**src/rtl/controla_writeback_pkg.sv**
```systemverilog
// Shared definitions for the writeback arbiter: default widths and the
// queue-occupancy state encoding.
package controla_writeback_pkg;

    localparam int DATA_W_PADRAO    = 32;
    localparam int REG_W_PADRAO     = 5;
    localparam int FILA_PROF_PADRAO = 2;

    typedef enum logic [1:0] {
        OCIOSO   = 2'd0,
        DRENANDO = 2'd1,
        CHEIO    = 2'd2
    } estado_t;

    function automatic estado_t estado_de(input int ocupacao, input int prof);
        if (ocupacao == 0)
            return OCIOSO;
        else if (ocupacao >= prof)
            return CHEIO;
        return DRENANDO;
    endfunction

endpackage

```
**src/rtl/controla_writeback_fila_resultado.sv**
```systemverilog
// Multiply/divide result FIFO; each slot carries a vivo bit that a
// pipeline write to the same register clears in parallel across all slots.
module fila_resultado #(
    parameter  int DATA_W = 32,
    parameter  int REG_W  = 5,
    parameter  int PROF   = 2,
    localparam int PTR_W  = $clog2(PROF),
    localparam int CNT_W  = $clog2(PROF + 1)
) (
    input  logic              clock,
    input  logic              reset,
    input  logic              push,
    input  logic              push_vivo,
    input  logic [REG_W-1:0]  push_reg,
    input  logic [DATA_W-1:0] push_dado,
    input  logic              pop,
    input  logic              kill,
    input  logic [REG_W-1:0]  kill_reg,
    output logic              head_vivo,
    output logic [REG_W-1:0]  head_reg,
    output logic [DATA_W-1:0] head_dado,
    output logic [CNT_W-1:0]  count
);

    logic [PROF-1:0]   vivo;
    logic [REG_W-1:0]  regs  [PROF];
    logic [DATA_W-1:0] dados [PROF];
    logic [PTR_W-1:0]  rd_ptr;
    logic [PTR_W-1:0]  wr_ptr;
    logic [CNT_W-1:0]  cnt;
    logic              push_morto;

    function automatic logic [PTR_W-1:0] avanca(input logic [PTR_W-1:0] p);
        return (p == PTR_W'(PROF - 1)) ? '0 : p + PTR_W'(1);
    endfunction

    // An entry written in the same cycle as a matching pipeline write is born dead.
    assign push_morto = kill && (push_reg == kill_reg);

    always_ff @(posedge clock) begin
        if (reset) begin
            vivo   <= '0;
            rd_ptr <= '0;
            wr_ptr <= '0;
            cnt    <= '0;
        end else begin
            for (int i = 0; i < PROF; i++) begin
                if (kill && (regs[i] == kill_reg))
                    vivo[i] <= 1'b0;
            end
            if (push) begin
                vivo[wr_ptr]  <= push_vivo && !push_morto;
                regs[wr_ptr]  <= push_reg;
                dados[wr_ptr] <= push_dado;
                wr_ptr        <= avanca(wr_ptr);
            end
            if (pop)
                rd_ptr <= avanca(rd_ptr);
            case ({push, pop})
                2'b10:   cnt <= cnt + CNT_W'(1);
                2'b01:   cnt <= cnt - CNT_W'(1);
                default: cnt <= cnt;
            endcase
        end
    end

    assign head_vivo = vivo[rd_ptr];
    assign head_reg  = regs[rd_ptr];
    assign head_dado = dados[rd_ptr];
    assign count     = cnt;

endmodule

```
**src/rtl/controla_writeback.sv**
```systemverilog
// Register-file write-port arbiter: pipeline writeback first, queued
// multiply/divide results drained in idle cycles, bubble request when full.
module controla_writeback
    import controla_writeback_pkg::*;
#(
    parameter int DATA_W    = DATA_W_PADRAO,
    parameter int REG_W     = REG_W_PADRAO,
    parameter int FILA_PROF = FILA_PROF_PADRAO
) (
    input  logic              clock,
    input  logic              reset,
    input  logic              wb_valido,
    input  logic [REG_W-1:0]  wb_regDestino,
    input  logic [DATA_W-1:0] resultadoALU,
    input  logic [DATA_W-1:0] dadoLido,
    input  logic              MemtoReg,
    input  logic              md_valido,
    input  logic [REG_W-1:0]  md_regDestino,
    input  logic [DATA_W-1:0] md_dado,
    output logic              md_pronto,
    output logic              escreveReg,
    output logic [REG_W-1:0]  regEscrita,
    output logic [DATA_W-1:0] dadoEscrita,
    output logic              pedeBolha
);

    localparam int CNT_W = $clog2(FILA_PROF + 1);

    estado_t           estado;
    estado_t           estado_prox;
    logic [CNT_W-1:0]  count;
    logic [CNT_W-1:0]  count_prox;
    logic              wb_escreve;
    logic              handshake;
    logic              fila_vazia;
    logic              bypass;
    logic              push;
    logic              pop;
    logic              head_vivo;
    logic [REG_W-1:0]  head_reg;
    logic [DATA_W-1:0] head_dado;
    logic [DATA_W-1:0] dado_pipe;
    logic              sel_en;
    logic [REG_W-1:0]  sel_reg;
    logic [DATA_W-1:0] sel_dado;

    assign dado_pipe  = MemtoReg ? dadoLido : resultadoALU;
    assign wb_escreve = wb_valido && (wb_regDestino != '0);
    assign handshake  = md_valido && md_pronto;
    assign fila_vazia = (count == '0);
    assign pop        = !wb_escreve && !fila_vazia;
    assign bypass     = !wb_escreve && fila_vazia && handshake;
    assign push       = handshake && !bypass;

    fila_resultado #(
        .DATA_W (DATA_W),
        .REG_W  (REG_W),
        .PROF   (FILA_PROF)
    ) u_fila (
        .clock     (clock),
        .reset     (reset),
        .push      (push),
        .push_vivo (md_regDestino != '0),
        .push_reg  (md_regDestino),
        .push_dado (md_dado),
        .pop       (pop),
        .kill      (wb_escreve),
        .kill_reg  (wb_regDestino),
        .head_vivo (head_vivo),
        .head_reg  (head_reg),
        .head_dado (head_dado),
        .count     (count)
    );

    always_comb begin
        sel_en   = 1'b0;
        sel_reg  = '0;
        sel_dado = '0;
        if (wb_escreve) begin
            sel_en   = 1'b1;
            sel_reg  = wb_regDestino;
            sel_dado = dado_pipe;
        end else if (pop) begin
            // Dead entries still leave the queue, just without a write.
            if (head_vivo) begin
                sel_en   = 1'b1;
                sel_reg  = head_reg;
                sel_dado = head_dado;
            end
        end else if (bypass && (md_regDestino != '0)) begin
            sel_en   = 1'b1;
            sel_reg  = md_regDestino;
            sel_dado = md_dado;
        end
    end

    always_ff @(posedge clock) begin
        if (reset)
            estado <= OCIOSO;
        else
            estado <= estado_prox;
    end

    always_comb begin
        case ({push, pop})
            2'b10:   count_prox = count + CNT_W'(1);
            2'b01:   count_prox = count - CNT_W'(1);
            default: count_prox = count;
        endcase
        estado_prox = estado_de(int'(count_prox), FILA_PROF);
    end

    always_comb begin
        md_pronto = (estado != CHEIO);
        pedeBolha = (estado == CHEIO);
    end

    always_ff @(posedge clock) begin
        if (reset) begin
            escreveReg  <= 1'b0;
            regEscrita  <= '0;
            dadoEscrita <= '0;
        end else begin
            escreveReg  <= sel_en;
            regEscrita  <= sel_reg;
            dadoEscrita <= sel_dado;
        end
    end

endmodule

```
**config.mk**
```make
export PLATFORM = sky130hd
export DESIGN_NAME = controla_writeback
export DESIGN_NICKNAME = d
export VERILOG_FILES = /design/src/rtl/controla_writeback_pkg.sv /design/src/rtl/controla_writeback_fila_resultado.sv /design/src/rtl/controla_writeback.sv
export SDC_FILE = /design/constraint.sdc
export NUM_CORES = 1
export LEC_CHECK = 0
export ABC_AREA = 1
export BUFFER_PORTS_ARGS = -buffer_cell sky130_fd_sc_hd__buf_2
export CAP_MARGIN = 10
export CORE_MARGIN = 1
export CORE_UTILIZATION = 47
export CTS_CLUSTER_DIAMETER = 200
export CTS_CLUSTER_SIZE = 16
export DETAILED_ROUTE_END_ITERATION = 10
export PLACE_DENSITY = 0.86
export RECOVER_POWER = 50
export SLEW_MARGIN = 15
export SYNTH_ARGS = -nofsm -noshare
export SYNTH_HDL_FRONTEND = slang
export SYNTH_SLANG_ARGS = --single-unit
```
**constraint.sdc**
```tcl
create_clock -name clock -period 2.67 [get_ports clock]
set_input_delay 0.267 -clock clock [delete_from_list [all_inputs] [get_ports clock]]
set_output_delay 0.267 -clock clock [all_outputs]
set_load 0.02 [all_outputs]
```
; ---- After elaboration in Yosys (flattened, before gate mapping)
; Memories as Yosys holds them, arrays and structs flattened. A register that Yosys moved wholly into a read port is not among the register bits.
; Index checks and enable logic that the tools add are counted.
[totals]
register_bits = 46
romBits = 0
inputBits = 111
mem_bits_rw = 74
out_inout_bits = 40
latch_bits = 0
mem_count = 2
elab_cells = 86
[classes]
div = 0
addsub = 4
mux = 38
n_reduce_logical = 21
n_eq_ne = 7
bitwise = 1
n_mul = 0
shifts = 0
order_cmp = 4
[mem_list]
columns = memory, depth, width, read_ports, rd_ports_with_merged_regs, write_ports, line
row1 = u_fila.dados, 2, 32, 1, 1, 1, controla_writeback_fila_resultado.sv:27  ; logic [DATA_W-1:0] dados [PROF];
row2 = u_fila.regs, 2, 5, 3, 1, 1, controla_writeback_fila_resultado.sv:26  ; logic [REG_W-1:0] regs [PROF];
[op_table]
columns = operator, count
row1 = two-way mux 32 bit, 5
row2 = two-way mux 1 bit, 24
row3 = two-way mux 5 bit, 4
row4 = equality test 5 bit, 3
row5 = logical AND 1 bit, 12
row6 = nonzero test 5 bit, 2
row7 = equality test 2 bit (second input constant), 2
row8 = zero test 1 bit, 4
row9 = zero test 2 bit, 2
row10 = < comparator 1 x 2 -> 1 bit (second input constant), 2
row11 = two-way mux 2 bit, 2
row12 = case mux 2 bit (2 select lines), 1
row13 = OR reduction 3 bit, 1
row14 = adder 1 bit (second input constant), 2
row15 = adder 2 x 1 -> 2 bit (second input constant), 1
row16 = bitwise mux 2 bit, 1
row17 = equality test 2 x 1 -> 1 bit (second input constant), 1
row18 = >= comparator 2 bit (second input constant), 1
row19 = inequality test 2 bit (second input constant), 1
row20 = subtractor 2 x 1 -> 2 bit (second input constant), 1
row21 = demux 1 bit (select 1 bit), 1
row22 = >= comparator 1 bit (second input constant), 1
row23 = NOT 1 bit, 1

; ---- Longest topological paths before layout
[logic_depth]
ltp_word = 14
ltp_mapped = 12
mapped_depth_nobuf = 12

; ---- Hierarchy
; A second synthesis with hierarchy kept.
[unflattened]
cells_unflattened = 566
area_unflattened_um2 = 5958.2
[by_module_without_submodules]
columns = mod, area_each_um2, instances, cells_per_inst
row1 = fila_resultado, 3379.5, 1, 225
row2 = controla_writeback, 2578.7, 1, 341

; ---- Least setup slack after synthesis
; Ideal clock, no wire load.
[synth_path]
kind = reg-to-reg
start = register estado[1]
end = memory u_fila.dados[0][0] (enable)
required_time_ps = 2239
n_path_buf = 0
stages_incl_launch_ff = 10
setup_ps = 431
synth_period_minus_slack_ps = 3066
t_arrival_ps = 2635
setup_slack_ps = -396
cell_sequence = dfxtp_1 > inv_1 > nor2_1 > inv_1 > nand2_1 > inv_1 > nand2_1 > nor2_1 > inv_1 > nor2_1
[synth_between]
elab_chain_cells = 8
[synth_lines]
columns = element, line
row1 = from (decl), controla_writeback.sv:29  ; estado_t estado;
row2 = from (signal assigned), controla_writeback.sv:101  ; estado <= estado_prox;
row3 = inequality test 2 bit (*), controla_writeback.sv:114  ; md_pronto = (estado != CHEIO);
row4 = net md_pronto, controla_writeback.sv:20  ; output logic md_pronto,
row5 = logical AND 1 bit (*), controla_writeback.sv:49  ; assign handshake = md_valido && md_pronto;
row6 = logical AND 1 bit, controla_writeback.sv:52  ; assign bypass = !wb_escreve && fila_vazia && handshake;
row7 = zero test 1 bit, controla_writeback.sv:53  ; assign push = handshake && !bypass;
row8 = logical AND 1 bit (*), controla_writeback.sv:53
row9 = two-way mux 1 bit (*), controla_writeback_fila_resultado.sv:51  ; if (push) begin
row10 = two-way mux 1 bit (*), controla_writeback_fila_resultado.sv:41  ; if (reset) begin
row11 = two-way mux 1 bit (not written as such) (*), controla_writeback_fila_resultado.sv:54  ; dados[wr_ptr] <= push_dado;
row12 = to (decl), controla_writeback_fila_resultado.sv:27
; The timed path passes the listed nets; every way through them passes the cells marked *.

; ---- Worst setup path in the final report
[layout_path]
start = register u_fila.cnt[0] (netlist: u_fila.count[0])
end = register u_fila.cnt[1] (netlist: u_fila.count[1])
[layout_between]
elab_chain_cells = 7
elab_cells_between_ends = 12
cone_classes = add/sub: 2 / eq/ne: 2 / mux: 1 / reduce/logical: 7
[layout_lines]
columns = element, line
row1 = from (decl), controla_writeback_fila_resultado.sv:30  ; logic [CNT_W-1:0] cnt;
row2 = from (signal assigned), controla_writeback_fila_resultado.sv:60  ; 2'b10: cnt <= cnt + CNT_W'(1);
row3 = from (signal assigned), controla_writeback_fila_resultado.sv:61  ; 2'b01: cnt <= cnt - CNT_W'(1);
row4 = from (signal assigned), controla_writeback_fila_resultado.sv:62  ; default: cnt <= cnt;
row5 = zero test 2 bit, controla_writeback.sv:50  ; assign fila_vazia = (count == '0);
row6 = logical AND 1 bit (2 in a row), controla_writeback.sv:52
row7 = zero test 1 bit, controla_writeback.sv:53
row8 = logical AND 1 bit, controla_writeback.sv:53
row9 = equality test 2 x 1 -> 1 bit / equality test 2 bit (equally long branches), controla_writeback_fila_resultado.sv:59  ; case ({push, pop})
row10 = case mux 2 bit (2 select lines) (*), controla_writeback_fila_resultado.sv:59
; Every way passes the cells marked *; elsewhere a longest branch is shown, timed or not.
; A chain may end at the register's enable or synchronous reset.

==> flow_summary.json <==
{
  "status": "finished clean",
  "cp_slowest_cell": "nor2_1",
  "area_growth_syn_to_layout_pct": 25.5,
  "worstMarginPinSlew_ns": 0.711,
  "htreeDepth": 4,
  "setup-violations-final": 0,
  "critical-path-top-delay-family": "simple AND/OR/NAND/NOR gates",
  "final_area_um2": 6860,
  "die_area_um2": 12100,
  "grt_setup_unrepaired": "no",
  "timing.fmax_mhz": 520,
  "clock_path_buffers": 2,
  "synth_nets": 659,
  "period_minus_slack_ns": 1.92,
  "place_congestion": 0.803,
  "path_buf_inv": 1,
  "firstDrtPassIters": 4,
  "syn_area_um2": 5470,
  "wl_per_cell_um": 16.2,
  "cts_sinks": 121,
  "most-common-layout-cells": "nand2_1, clkbuf_1, o21ai_0",
  "die_h_um": 110,
  "nNetsFinal": 802,
  "p_per_area_nw_per_um2": 861,
  "worstPathRequired_ns": 3.02,
  "finalCritPeriodShare_pct": 72.1,
  "dp_hpwl_um": 9020,
  "worst_clock_skew_ns": 0.0111,
  "finalHoldViolCount": 0,
  "die_w_um": 110,
  "layout_commonest_cell": "nand2_1",
  "fin_util_pct": 60.3,
  "ioPinCount": 151,
  "cts_tree": "yes",
  "critPathMaxFanout": 4,
  "r2r_start": "u_fila.count[0]$_SDFF_PP0_",
  "cts_root_buf": "clkbuf_16",
  "path_class": "reg2reg",
  "relSlewSlack_pct": 52.6,
  "start_util_pct": 48.1,
  "grt_max_degree": 40,
  "grt_use_total_pct": 24.2,
  "post_dp_cell_area_um2": 6340,
  "antenna_found_initial": 1,
  "clkTransAtPathRegs_ns": 0.05,
  "drt_iter0_markers": 333,
  "post_cts_resized": 0,
  "path_depth": 9,
  "worstSetupStartpoint": "u_fila.count[0]$_SDFF_PP0_",
  "postCtsSetupBuffers": 0,
  "hold_path.startpoint": "md_dado[5]",
  "core_um2": 11400,
  "synth-seq-cells": 121,
  "slew_violations": 0,
  "cpPeakStageDelay_ns": 0.36,
  "hp-class": "in2reg",
  "critPathLaunchType": "register",
  "tns_ns": 0,
  "synth_cells": 547,
  "vias": 4497,
  "yosysWarnings": 0,
  "min_path_cells": 1,
  "clk_latency_ns": 0.42,
  "yosysUniqueCellTypes": 30,
  "globalRouteOverflowTotal": 0,
  "routed_wl_um": 13700,
  "path_cells": "nor2_1 > nand2_1 > nand2_1 > ha_1 > a21oi_1 > o21ai_0 > xnor2_1 > inv_1 > nor2_1",
  "maxCapViolCount": 0,
  "cts_hold_repair.buffers": 0,
  "viasPerCell": 5.32,
  "drc": 0,
  "ir_drop_uv": 573,
  "drive_gt1_share_pct": 24.5,
  "reg2reg_depth": 9,
  "instances_no_fill": 846,
  "grt_pass1_vias": 4419,
  "port_buffers": 150,
  "yosysSeqAreaShare_pct": 57.9,
  "rows": 39,
  "cts_buffers": 17,
  "dp.cells": 814,
  "p_leak_nw": 2.66,
  "cp.arrival_ns": 2.27,
  "whs_ns": 0.0940,
  "insertedDiodeCount": 0,
  "cp-end-kind": "register",
  "ant_nets": 0,
  "syn_area_per_cell_um2": 9.99,
  "grt_pass1_wl_um": 21700
}
==> flip-flops by register name, summed over array words and instances (netlist names), 2 cells and up, named ones only <==
signal	flops
u_fila.dados	64
regEscrita	5
dadoEscrita	32
u_fila.vivo	2
estado	2
u_fila.count	2
u_fila.regs	10
==> cells by family after synthesis <==
kind of cell	count (synthesis)	synth area share (%)
fa+ha+maj	1	0.229
compound gates	156	15.5
mux	32	6.59
xor+xnor	14	2.24
flops	121	57.9
simple gates	132	10.5
buf+inv	91	7.07
==> synth_stat cells <==
cell       n  area, um2
nand2_4    1       11.3
o21ai_0   75        375
xnor2_1    8       70.1
inv_1     52        195
nand3_1    4       20.0
ha_1       1       12.5
o21ai_1    1       5.00
edfxtp_1  74       2220
a31oi_1   37        231
nor4_2     1       12.5
inv_2      2       7.51
nor2_4     1       11.3
buf_2      9       45.0
buf_6      4       45.0
xor2_1     6       52.6
nand2_1   92        345
nor2_2     1       6.26
nand3_2    1       10.0
nand3_4    1       17.5
buf_1      3       11.3
buf_4      1       7.51
nor2_1    18       67.6
nand2_2    9       56.3
a21oi_2    5       43.8
clkbuf_1  20       75.1
dfxtp_1   47        941
or2_2      2       12.5
mux2_2    32        360
a21oi_1   38        190
nor3_1     1       5.00
==> worst register-to-register path: stages (launching register included) <==
cell	delay, ns
dfxtp_1	0.34
nor2_1	0.36
nand2_1	0.16
nand2_1	0.15
ha_1	0.27
a21oi_1	0.11
o21ai_0	0.11
xnor2_1	0.21
inv_1	0.09
nor2_1	0.08
==> final cells by class <==
class,count,area (um2)
Clock buffer,25,507
Clock inverter,7,113
Fill cell,952,4510
Inverter,54,203
Multi-Input combinational cell,335,1930
Sequential cell,121,3160
Tap cell,143,179
Timing Repair Buffer,161,762
==> final timing paths <==
check / endpoint / slack [ns]
min reg2reg: u_fila.wr_ptr$_SDFFE_PP0P_ / 0.50
max: u_fila.count[1]$_SDFF_PP0_ / 0.75
min: u_fila.dados[0][5]$_DFFE_PP_ / 0.09
max reg2reg: u_fila.count[1]$_SDFF_PP0_ / 0.75
==> stage by stage <==
stage,total power (W),setup slack [ns]
final,0.00590,0.746
after global routing,0.00619,0.610
after CTS,0.00596,0.671
after detailed placement,0.00358,0.580
after global placement,0.00352,0.651
after floorplan,0.00317,0.221
==> layer usage <==
layer | global-route usage [%] | vias to the layer above | share of wire [%]
met5 | 0 | - | 0.12
met4 | 10.4 | 2 | 1.9
met3 | 6.58 | 29 | 8.5
met2 | 41.8 | 217 | 52
met1 | 28.0 | 2074 | 38
li1 | - | 2175 | -
==> power by group <==
| part | internal [W] | switching, W | leakage (nW) | total (W) |
|---|---|---|---|---|
| combinational | 0.000383 | 0.000885 | 1.29 | 0.00127 |
| sequential | 0.00220 | 0.0000694 | 1.06 | 0.00227 |
| clock | 0.00159 | 0.000777 | 0.302 | 0.00237 |
| total | 0.00417 | 0.00173 | 2.66 | 0.00590 |
Note: power is estimated with default switching activity, not from simulation.
